<file path="src/rtl/hazard_pkg.sv">
// Shared types for the pipeline hazard unit: forwarding select codes and
// the load-use stall FSM state encoding.
package hazard_pkg;

  // Operand source select for an EX operand.
  typedef logic [1:0] fwd_sel_t;

  localparam fwd_sel_t FWD_RF  = 2'b00;  // regfile value latched into EX
  localparam fwd_sel_t FWD_WB  = 2'b01;  // final write-back data
  localparam fwd_sel_t FWD_MEM = 2'b10;  // ALU result sitting in MEM

  // Load-use stall sequencer states.
  typedef enum logic {
    IDLE      = 1'b0,
    LOAD_WAIT = 1'b1
  } hz_state_t;

endpackage

</file>
<file path="src/rtl/hazard_fwd_path.sv">
// Forwarding compare and 3:1 operand mux for a single EX source operand.
// A MEM-stage producer wins over WB; loads in MEM cannot forward because
// their data is not available yet, and x0 never forwards.
module hazard_fwd_path
  import hazard_pkg::*;
#(
  parameter int XLEN   = 32,
  parameter int REG_AW = 5
) (
  input  logic [REG_AW-1:0] ex_rs,
  input  logic [XLEN-1:0]   rf_data,
  input  logic [REG_AW-1:0] mem_rd,
  input  logic              mem_reg_write,
  input  logic              mem_is_load,
  input  logic [XLEN-1:0]   mem_alu_result,
  input  logic [REG_AW-1:0] wb_rd,
  input  logic              wb_reg_write,
  input  logic [XLEN-1:0]   wb_data,
  output fwd_sel_t          sel,
  output logic [XLEN-1:0]   data
);

  logic mem_hit;
  logic wb_hit;

  assign mem_hit = mem_reg_write && !mem_is_load &&
                   (mem_rd != '0) && (mem_rd == ex_rs);
  assign wb_hit  = wb_reg_write && (wb_rd != '0) && (wb_rd == ex_rs);

  // Priority select of the newest producer, then the matching operand mux.
  always_comb begin
    // NOTE: every output gets a default first so no path can infer a latch.
    sel  = FWD_RF;
    data = rf_data;
    if (mem_hit) begin
      sel  = FWD_MEM;
      data = mem_alu_result;
    end else if (wb_hit) begin
      sel  = FWD_WB;
      data = wb_data;
    end
  end

endmodule

</file>
<file path="src/rtl/hazard_ctrl.sv">
// Pipeline hazard unit: EX operand forwarding, load-use stall sequencing
// for a configurable load latency, taken-branch flush (which overrides any
// stall) and a saturating stall-cycle performance counter.
module hazard_ctrl
  import hazard_pkg::*;
#(
  parameter int XLEN     = 32,
  parameter int REG_AW   = 5,
  parameter int LOAD_LAT = 1,
  parameter int CNT_W    = 32
) (
  input  logic              clk,
  input  logic              reset,
  input  logic [REG_AW-1:0] id_rs1,
  input  logic [REG_AW-1:0] id_rs2,
  input  logic              id_use_rs1,
  input  logic              id_use_rs2,
  input  logic [REG_AW-1:0] ex_rs1,
  input  logic [REG_AW-1:0] ex_rs2,
  input  logic [REG_AW-1:0] ex_rd,
  input  logic              ex_is_load,
  input  logic [REG_AW-1:0] mem_rd,
  input  logic              mem_reg_write,
  input  logic              mem_is_load,
  input  logic [XLEN-1:0]   mem_alu_result,
  input  logic [REG_AW-1:0] wb_rd,
  input  logic              wb_reg_write,
  input  logic [XLEN-1:0]   wb_data,
  input  logic [XLEN-1:0]   ex_rs1_data,
  input  logic [XLEN-1:0]   ex_rs2_data,
  input  logic              branch_taken,
  output fwd_sel_t          fwd_a_sel,
  output fwd_sel_t          fwd_b_sel,
  output logic [XLEN-1:0]   fwd_a_data,
  output logic [XLEN-1:0]   fwd_b_data,
  output logic              stall_if,
  output logic              stall_id,
  output logic              bubble_ex,
  output logic              flush_if_id,
  output logic              flush_id_ex,
  output logic [CNT_W-1:0]  stall_cycles
);

  // Wait counter only has to hold LOAD_LAT-1; keep at least one bit.
  localparam int CW = (LOAD_LAT > 1) ? $clog2(LOAD_LAT) : 1;

  hz_state_t       state_q;
  logic [CW-1:0]   cnt_q;
  logic            load_use_hit;
  logic            stall;
  logic [CNT_W-1:0] stall_cycles_q;

  hazard_fwd_path #(.XLEN(XLEN), .REG_AW(REG_AW)) u_fwd_a (
    .ex_rs          (ex_rs1),
    .rf_data        (ex_rs1_data),
    .mem_rd         (mem_rd),
    .mem_reg_write  (mem_reg_write),
    .mem_is_load    (mem_is_load),
    .mem_alu_result (mem_alu_result),
    .wb_rd          (wb_rd),
    .wb_reg_write   (wb_reg_write),
    .wb_data        (wb_data),
    .sel            (fwd_a_sel),
    .data           (fwd_a_data)
  );

  hazard_fwd_path #(.XLEN(XLEN), .REG_AW(REG_AW)) u_fwd_b (
    .ex_rs          (ex_rs2),
    .rf_data        (ex_rs2_data),
    .mem_rd         (mem_rd),
    .mem_reg_write  (mem_reg_write),
    .mem_is_load    (mem_is_load),
    .mem_alu_result (mem_alu_result),
    .wb_rd          (wb_rd),
    .wb_reg_write   (wb_reg_write),
    .wb_data        (wb_data),
    .sel            (fwd_b_sel),
    .data           (fwd_b_data)
  );

  assign load_use_hit = ex_is_load && (ex_rd != '0) &&
                        ((id_use_rs1 && (id_rs1 == ex_rd)) ||
                         (id_use_rs2 && (id_rs2 == ex_rd)));

  // A stall is either a fresh hit in IDLE or an ongoing load wait; a taken
  // branch squashes it because the stalled instructions are being flushed.
  assign stall       = !branch_taken &&
                       ((state_q == LOAD_WAIT) || (state_q == IDLE && load_use_hit));
  assign stall_if    = stall;
  assign stall_id    = stall;
  assign bubble_ex   = stall;
  assign flush_if_id = branch_taken;
  assign flush_id_ex = branch_taken;

  // Load-use sequencer: first stall cycle happens in IDLE, the remaining
  // LOAD_LAT-1 cycles are counted down in LOAD_WAIT.
  always_ff @(posedge clk) begin
    // NOTE: sequential state is assigned with <= so all flops update together.
    if (reset) begin
      state_q <= IDLE;
      cnt_q   <= '0;
    end else if (branch_taken) begin
      state_q <= IDLE;
      cnt_q   <= '0;
    end else begin
      case (state_q)
        IDLE: begin
          if (load_use_hit && (LOAD_LAT > 1)) begin
            state_q <= LOAD_WAIT;
            cnt_q   <= CW'(LOAD_LAT - 1);
          end
        end
        LOAD_WAIT: begin
          cnt_q <= cnt_q - CW'(1);
          if (cnt_q == CW'(1)) state_q <= IDLE;
        end
        default: begin
          state_q <= IDLE;
          cnt_q   <= '0;
        end
      endcase
    end
  end

  // Saturating count of cycles in which the PC was held.
  always_ff @(posedge clk) begin
    if (reset) begin
      stall_cycles_q <= '0;
    end else if (stall && (stall_cycles_q != '1)) begin
      stall_cycles_q <= stall_cycles_q + CNT_W'(1);
    end
  end

  assign stall_cycles = stall_cycles_q;

endmodule

</file>
<file path="config.mk">
export PLATFORM = sky130hd
export DESIGN_NAME = hazard_ctrl
export DESIGN_NICKNAME = d
export VERILOG_FILES = /design/src/rtl/hazard_pkg.sv /design/src/rtl/hazard_fwd_path.sv /design/src/rtl/hazard_ctrl.sv
export SDC_FILE = /design/constraint.sdc
export NUM_CORES = 1
export LEC_CHECK = 0
export ABC_AREA = 1
export CORE_MARGIN = 5
export CORE_UTILIZATION = 39
export DETAILED_ROUTE_END_ITERATION = 10
export PLACE_DENSITY = 0.91
export SLEW_MARGIN = 30
export SYNTH_ARGS = -nofsm -noshare
export SYNTH_HDL_FRONTEND = slang
export SYNTH_SLANG_ARGS = --single-unit
</file>
<file path="constraint.sdc">
create_clock -name clk -period 2.2 [get_ports clk]
set_input_delay 0.22 -clock clk [delete_from_list [all_inputs] [get_ports clk]]
set_output_delay 0.22 -clock clk [all_outputs]
set_load 0.01 [all_outputs]
</file>
Word-level counts from Yosys, hierarchy flattened
Cells that the tools add are included.
{"block": "classes", "bitwise": 1, "n_eq_ne": 7, "n_addsub": 2, "reduce_logical": 23, "mux": 9}
{"op": "two-way mux 32 bit", "n": 4}
{"op": "adder 32 x 1 -> 32 bit, second input constant", "n": 1}
{"op": "inequality test 32 bit, second input constant", "n": 1}
{"op": "== test 5 bit", "n": 6}
{"op": "nonzero test 5 bit", "n": 3}
{"op": "logical AND 1 bit", "n": 14}
{"op": "two-way mux 2 bit", "n": 2}
{"op": "two-way mux 1 bit", "n": 3}
{"op": "OR reduction 3 bit", "n": 1}
{"op": "zero test 1 bit", "n": 2}
{"op": "logical OR 1 bit", "n": 2}
{"op": "OR reduction 2 bit", "n": 1}
{"op": "NOT 1 bit", "n": 1}
{"op": "subtractor 1 bit, second input constant", "n": 1}
{"block": "totals", "in_bits": 172, "register_bits": 34, "out_inout_bits": 105, "elab_cells": 45}

Logic depth before layout (Yosys ltp)
{"block": "logic_depth", "depth_word": 8, "ltp_mapped": 13, "mapped_depth_nobuf": 12}

Modules after synthesis
Synthesis repeated with hierarchy kept, for this count alone.
{"block": "unflattened", "hier_cells": 1082, "area_unflattened_um2": 5425.2}
{"module": "hazard_fwd_path", "area_per_inst_um2": 1387.6, "seq_area_each_um2": 0.0, "cells_per_inst": 304, "n_inst": 2}
{"module": "hazard_ctrl", "area_per_inst_um2": 2650.0, "seq_area_each_um2": 680.7, "cells_per_inst": 474, "n_inst": 1}

Worst setup path before layout
OpenSTA, ideal clock, no wires.
{"block": "synth_path", "path_kind": "flip-flop to flip-flop", "from": "register stall_cycles_q[1], in the netlist stall_cycles[1]", "to": "register stall_cycles_q[22], in the netlist stall_cycles[22]", "path_stages_with_launch": 14, "required_time_ps": 2073, "setup_slack_ps": 545, "synth_period_minus_slack_ps": 1655, "setup_ps": 127, "n_path_buf": 1, "arrival_time_ps": 1527, "path_cell_list": "dfxtp_1 ha_1 nand2_2 nor2_4 nand2_2 nor2_4 nand3_4 buf_6 nand2_2 inv_2 nand3_1 nand2_1 nand2_1 nor2_1"}
{"block": "synth_via", "elab_chain_cells": 2, "word_cells_on_any_way": 3, "cone_classes": "add/sub: 1; eq/ne: 1; reduce/logical: 1"}
{"element": "from (decl)", "line": "hazard_ctrl.sv:51", "text": "logic [CNT_W-1:0] stall_cycles_q;"}
{"element": "from (signal assigned)", "line": "hazard_ctrl.sv:130", "text": "stall_cycles_q <= stall_cycles_q + CNT_W'(1);"}
{"element": "branches (longest 2 deep; another with adder 32 x 1 -> 32 bit)"}
Several ways; the timed one is not identified.
A chain may end at the register's enable or synchronous reset.

Final worst setup path
{"block": "layout_path", "from": "input port mem_is_load", "to": "output port fwd_a_data[21]"}
{"block": "layout_via", "elab_chain_cells": 5}
{"element": "from (decl)", "line": "hazard_ctrl.sv:24", "text": "input logic mem_is_load,"}
{"element": "zero test 1 bit", "line": "hazard_fwd_path.sv:26", "text": "assign mem_hit = mem_reg_write && !mem_is_load &&"}
{"element": "logical AND 1 bit (2 in series)", "line": "hazard_fwd_path.sv:26"}
{"element": "logical AND 1 bit", "line": "hazard_fwd_path.sv:27", "text": "(mem_rd != '0) && (mem_rd == ex_rs);"}
{"element": "two-way mux 32 bit", "line": "hazard_fwd_path.sv:35", "text": "if (mem_hit) begin"}
{"element": "to (decl)", "line": "hazard_ctrl.sv:34", "text": "output logic [XLEN-1:0] fwd_a_data,"}
Every way passes these cells.

==> out/qor.json <==
{
  "floorplan.initialDensity": {"value": 0.396},
  "synthesis.yosys.warnings": {"value": 0},
  "chip_height": {"value": 120, "unit": "um"},
  "grt_max_degree": {"value": 62},
  "num_io_pins": {"value": 277},
  "synthDistinctLibCells": {"value": 32},
  "cts_tree": {"value": "built"},
  "cp_max_fo": {"value": 16},
  "placementRows": {"value": 40},
  "minimum_period_implied_by_the_final_worst_setup_slack": {"value": 2.14, "unit": "ns"},
  "finalInstanceArea": {"value": 7820, "unit": "um^2"},
  "worst-r2r-cell-count": {"value": 12},
  "final_worst_path_cycle_share": {"value": 0.972},
  "rr_startpoint": {"value": "stall_cycles[1]$_SDFFE_PP0P_"},
  "post-place-ws": {"value": -0.440, "unit": "ns"},
  "synth_sequential_area_ratio": {"value": 0.144},
  "clock_sink_count": {"value": 34},
  "power.density": {"value": 283, "unit": "nW/um^2"},
  "antenna_violating_nets_post_route": {"value": 0},
  "slew_violations": {"value": 0},
  "synth.ff_latch_count": {"value": 34},
  "worstPathRequired": {"value": 1.98, "unit": "ns"},
  "hold_end": {"value": "cnt_q$_SDFFE_PP0P_"},
  "antenna_violations_before_repair": {"value": 3},
  "synth.net_count": {"value": 1050},
  "crit_path_kind": {"value": "in -> out"},
  "leakage": {"value": 0.00397, "unit": "uW"},
  "final.setup_skew": {"value": 0.00270, "unit": "ns"},
  "unrepaired_setup_endpoints_after_global_routing": {"value": "yes"},
  "most_common_cell_after_layout_fill_and_taps_aside": {"value": "nand2_1"},
  "clkTransAtPathRegs": {"value": 0.05, "unit": "ns"},
  "core_area": {"value": 11900, "unit": "um^2"},
  "min_path_cells": {"value": 2},
  "first_drt_iteration_drcs": {"value": 536},
  "setup.worst_path.start_class": {"value": "input pin"},
  "n_fill_cell": {"value": 1077},
  "drt-pass1-iter-count": {"value": 6},
  "overflow": {"value": 0},
  "globalplace.congestion": {"value": 0.993},
  "dr_total_vias": {"value": 6671},
  "ys_async_sr_fraction": {"value": 0},
  "hold_class": {"value": "reg -> reg"},
  "peakVddDrop": {"value": 0.252, "unit": "mV"},
  "mapped_area": {"value": 4720, "unit": "um^2"},
  "avgSynthCellArea": {"value": 5.38, "unit": "um^2"},
  "cap_viol_max_count": {"value": 0},
  "cell_area_placed": {"value": 7690, "unit": "um^2"},
  "syn_to_final_growth": {"value": 65.7, "unit": "%"},
  "drive_gt1_frac": {"value": 0.176},
  "cts_max_path_buffers": {"value": 2},
  "numPortBuffers": {"value": 276},
  "grt_pass1_wl": {"value": 31000, "unit": "um"},
  "avgViaCountPerCell": {"value": 5.09},
  "grt_use_total": {"value": 0.265},
  "clock_buffer_count_from_cts": {"value": 5},
  "post-route-drc-count": {"value": 0},
  "setup_ws": {"value": 0.0614, "unit": "ns"},
  "count_of_flip_flops_with_a_built_in_enable_after_synthesis": {"value": 0},
  "cts_htree_levels": {"value": 2},
  "run_status": {"value": "finished, final reports clean"},
  "worst_margin_slew": {"value": 0.452, "unit": "ns"},
  "clkLatencyLatePin": {"value": 0.28, "unit": "ns"},
  "r2r_setup_slack": {"value": 0.32, "unit": "ns"},
  "vias_in_the_first_global_route": {"value": 6042},
  "max_clock_freq": {"value": 0.468, "unit": "GHz"},
  "regToRegEndpoint": {"value": "stall_cycles[30]$_SDFFE_PP0P_"},
  "hold_violations": {"value": 0},
  "number_of_failing_setup_endpoints_in_the_final_timing_report": {"value": 0},
  "post_layout_nonfiller_instances": {"value": 1310},
  "place.detailed.instances": {"value": 1286},
  "most-common-layout-cells": {"value": "nand2_1, clkdlybuf4s50_1, inv_1"},
  "finalSetupTns": {"value": 0, "unit": "ns"},
  "drt-total-wl": {"value": 20500, "unit": "um"},
  "dpl.hpwl": {"value": 16200, "unit": "um"},
  "timing.hold.worst.start": {"value": "cnt_q$_SDFFE_PP0P_"},
  "nNetsFinal": {"value": 1334},
  "synth-main-ff-cell": {"value": "dfxtp_1"},
  "die_w": {"value": 120, "unit": "um"},
  "wl_per_cell": {"value": 15.6, "unit": "um"},
  "synthesis.instances": {"value": 877},
  "cts_root_buffer": {"value": "clkbuf_16"},
  "timing.critical_path.arrival": {"value": 1.92, "unit": "ns"},
  "relSlewSlack": {"value": 0.698},
  "critPathCaptureType": {"value": "output port"},
  "die_area": {"value": 14400, "unit": "um^2"}
}
-- layout make-up --
cell class              instances  area (um^2)  share of cell area
well taps                     147          184              0.0235
diodes                          1         2.50            0.000320
clock inverters                 1         5.00            0.000640
flip-flops and latches         34          681              0.0870
clock buffers                   7          143              0.0182
repair buffers                325         3070               0.393
inverters                     162          608              0.0778
multi-input cells             633         3130               0.400
-- worst max-delay path by stage --
stage / start / to / slack, ns / cells past startpoint
2_1_floorplan: stall_cycles[1]$_SDFFE_PP0P_ / stall_cycles[22]$_SDFFE_PP0P_ / 0.55 / 13
3_3_place_gp: wb_rd[3] / fwd_b_data[26] / -0.44 / 12
3_5_place_dp: wb_rd[2] / fwd_b_data[12] / -0.44 / 10
4_1_cts: wb_reg_write / fwd_b_data[14] / 0.009 / 10
5_1_grt: wb_rd[0] / fwd_b_data[4] / -0.06 / 11
6_report: mem_is_load / fwd_a_data[21] / 0.06 / 9
-- through the flow --
stage	hold slack [ns]	utilization	power [uW]
finish	0.473	0.657	2210
global placement	0.444	0.646	1560
floorplan	0.411	-	980
CTS	0.469	0.663	2220
global route	0.505	0.657	2330
detailed placement	0.461	0.646	1570
-- critical path, stage by stage --
cell and delay (ns):
clkdlybuf4s50_1 0.40, nand3b_1 0.27, nor3_2 0.22, nand2_2 0.14
buf_12 0.16, buf_12 0.14, nand2_1 0.09, o21ai_2 0.05
clkdlybuf4s15_2 0.22
-- repair_timing --
item	CTS	global route
gates cloned	2	1
setup buffers	10	2
hold buffers	0	0
pin swaps	8	6
setup endpoints to repair	71	49
gates resized for setup	215	70
-- state kept, by name, indices dropped and copies added, names as in the netlist --
register,cells
stall_cycles,32
state_q,1
cnt_q,1
-- metal layers --
layer	GRT usage	up-vias	routed length (um)
met2	0.464	340	9900
met1	0.311	2965	7660
li1	-	3291	-
met4	0.0931	4	794
met5	0	-	19
met3	0.0702	71	2100
-- power breakdown --
group	internal [uW]	switching, uW
clock	449	257
combinational	485	402
sequential	617	0.929
-- Yosys cell counts (2+ instances only) --
master,n,area share
nand2_1,272,0.22
inv_1,149,0.12
nor2_1,81,0.064
o21ai_0,63,0.067
o21ai_1,40,0.042
nand3_1,39,0.041
dfxtp_1,34,0.14
nand4_1,34,0.045
o21ai_2,28,0.052
xor2_1,16,0.030
nand2_2,15,0.020
buf_6,14,0.033
buf_4,12,0.019
inv_2,12,0.0095
clkbuf_1,10,0.0080
buf_2,9,0.0095
nor3_1,9,0.0095
nor2_2,6,0.0080
nor2_4,6,0.014
xnor2_1,5,0.0093
nor3_2,4,0.0085
a21oi_1,3,0.0032
nand3_2,3,0.0064
clkbuf_2,2,0.0021
nand3b_1,2,0.0032
nor3b_1,2,0.0032
or2_1,2,0.0027
-- kinds of logic (layout without fill, tap and decap cells) --
kind of cell / count (synthesis) / after routing / synth area share
flops: 34 / 34 / 0.144
compound gates: 134 / 134 / 0.164
simple gates: 477 / 477 / 0.448
buf+inv: 210 / 495 / 0.202
other cells: 0 / 1 / 0
fa+ha+maj: 1 / 1 / 0.00265
xor+xnor: 21 / 21 / 0.0390
Power figures use the tool's default switching activity.
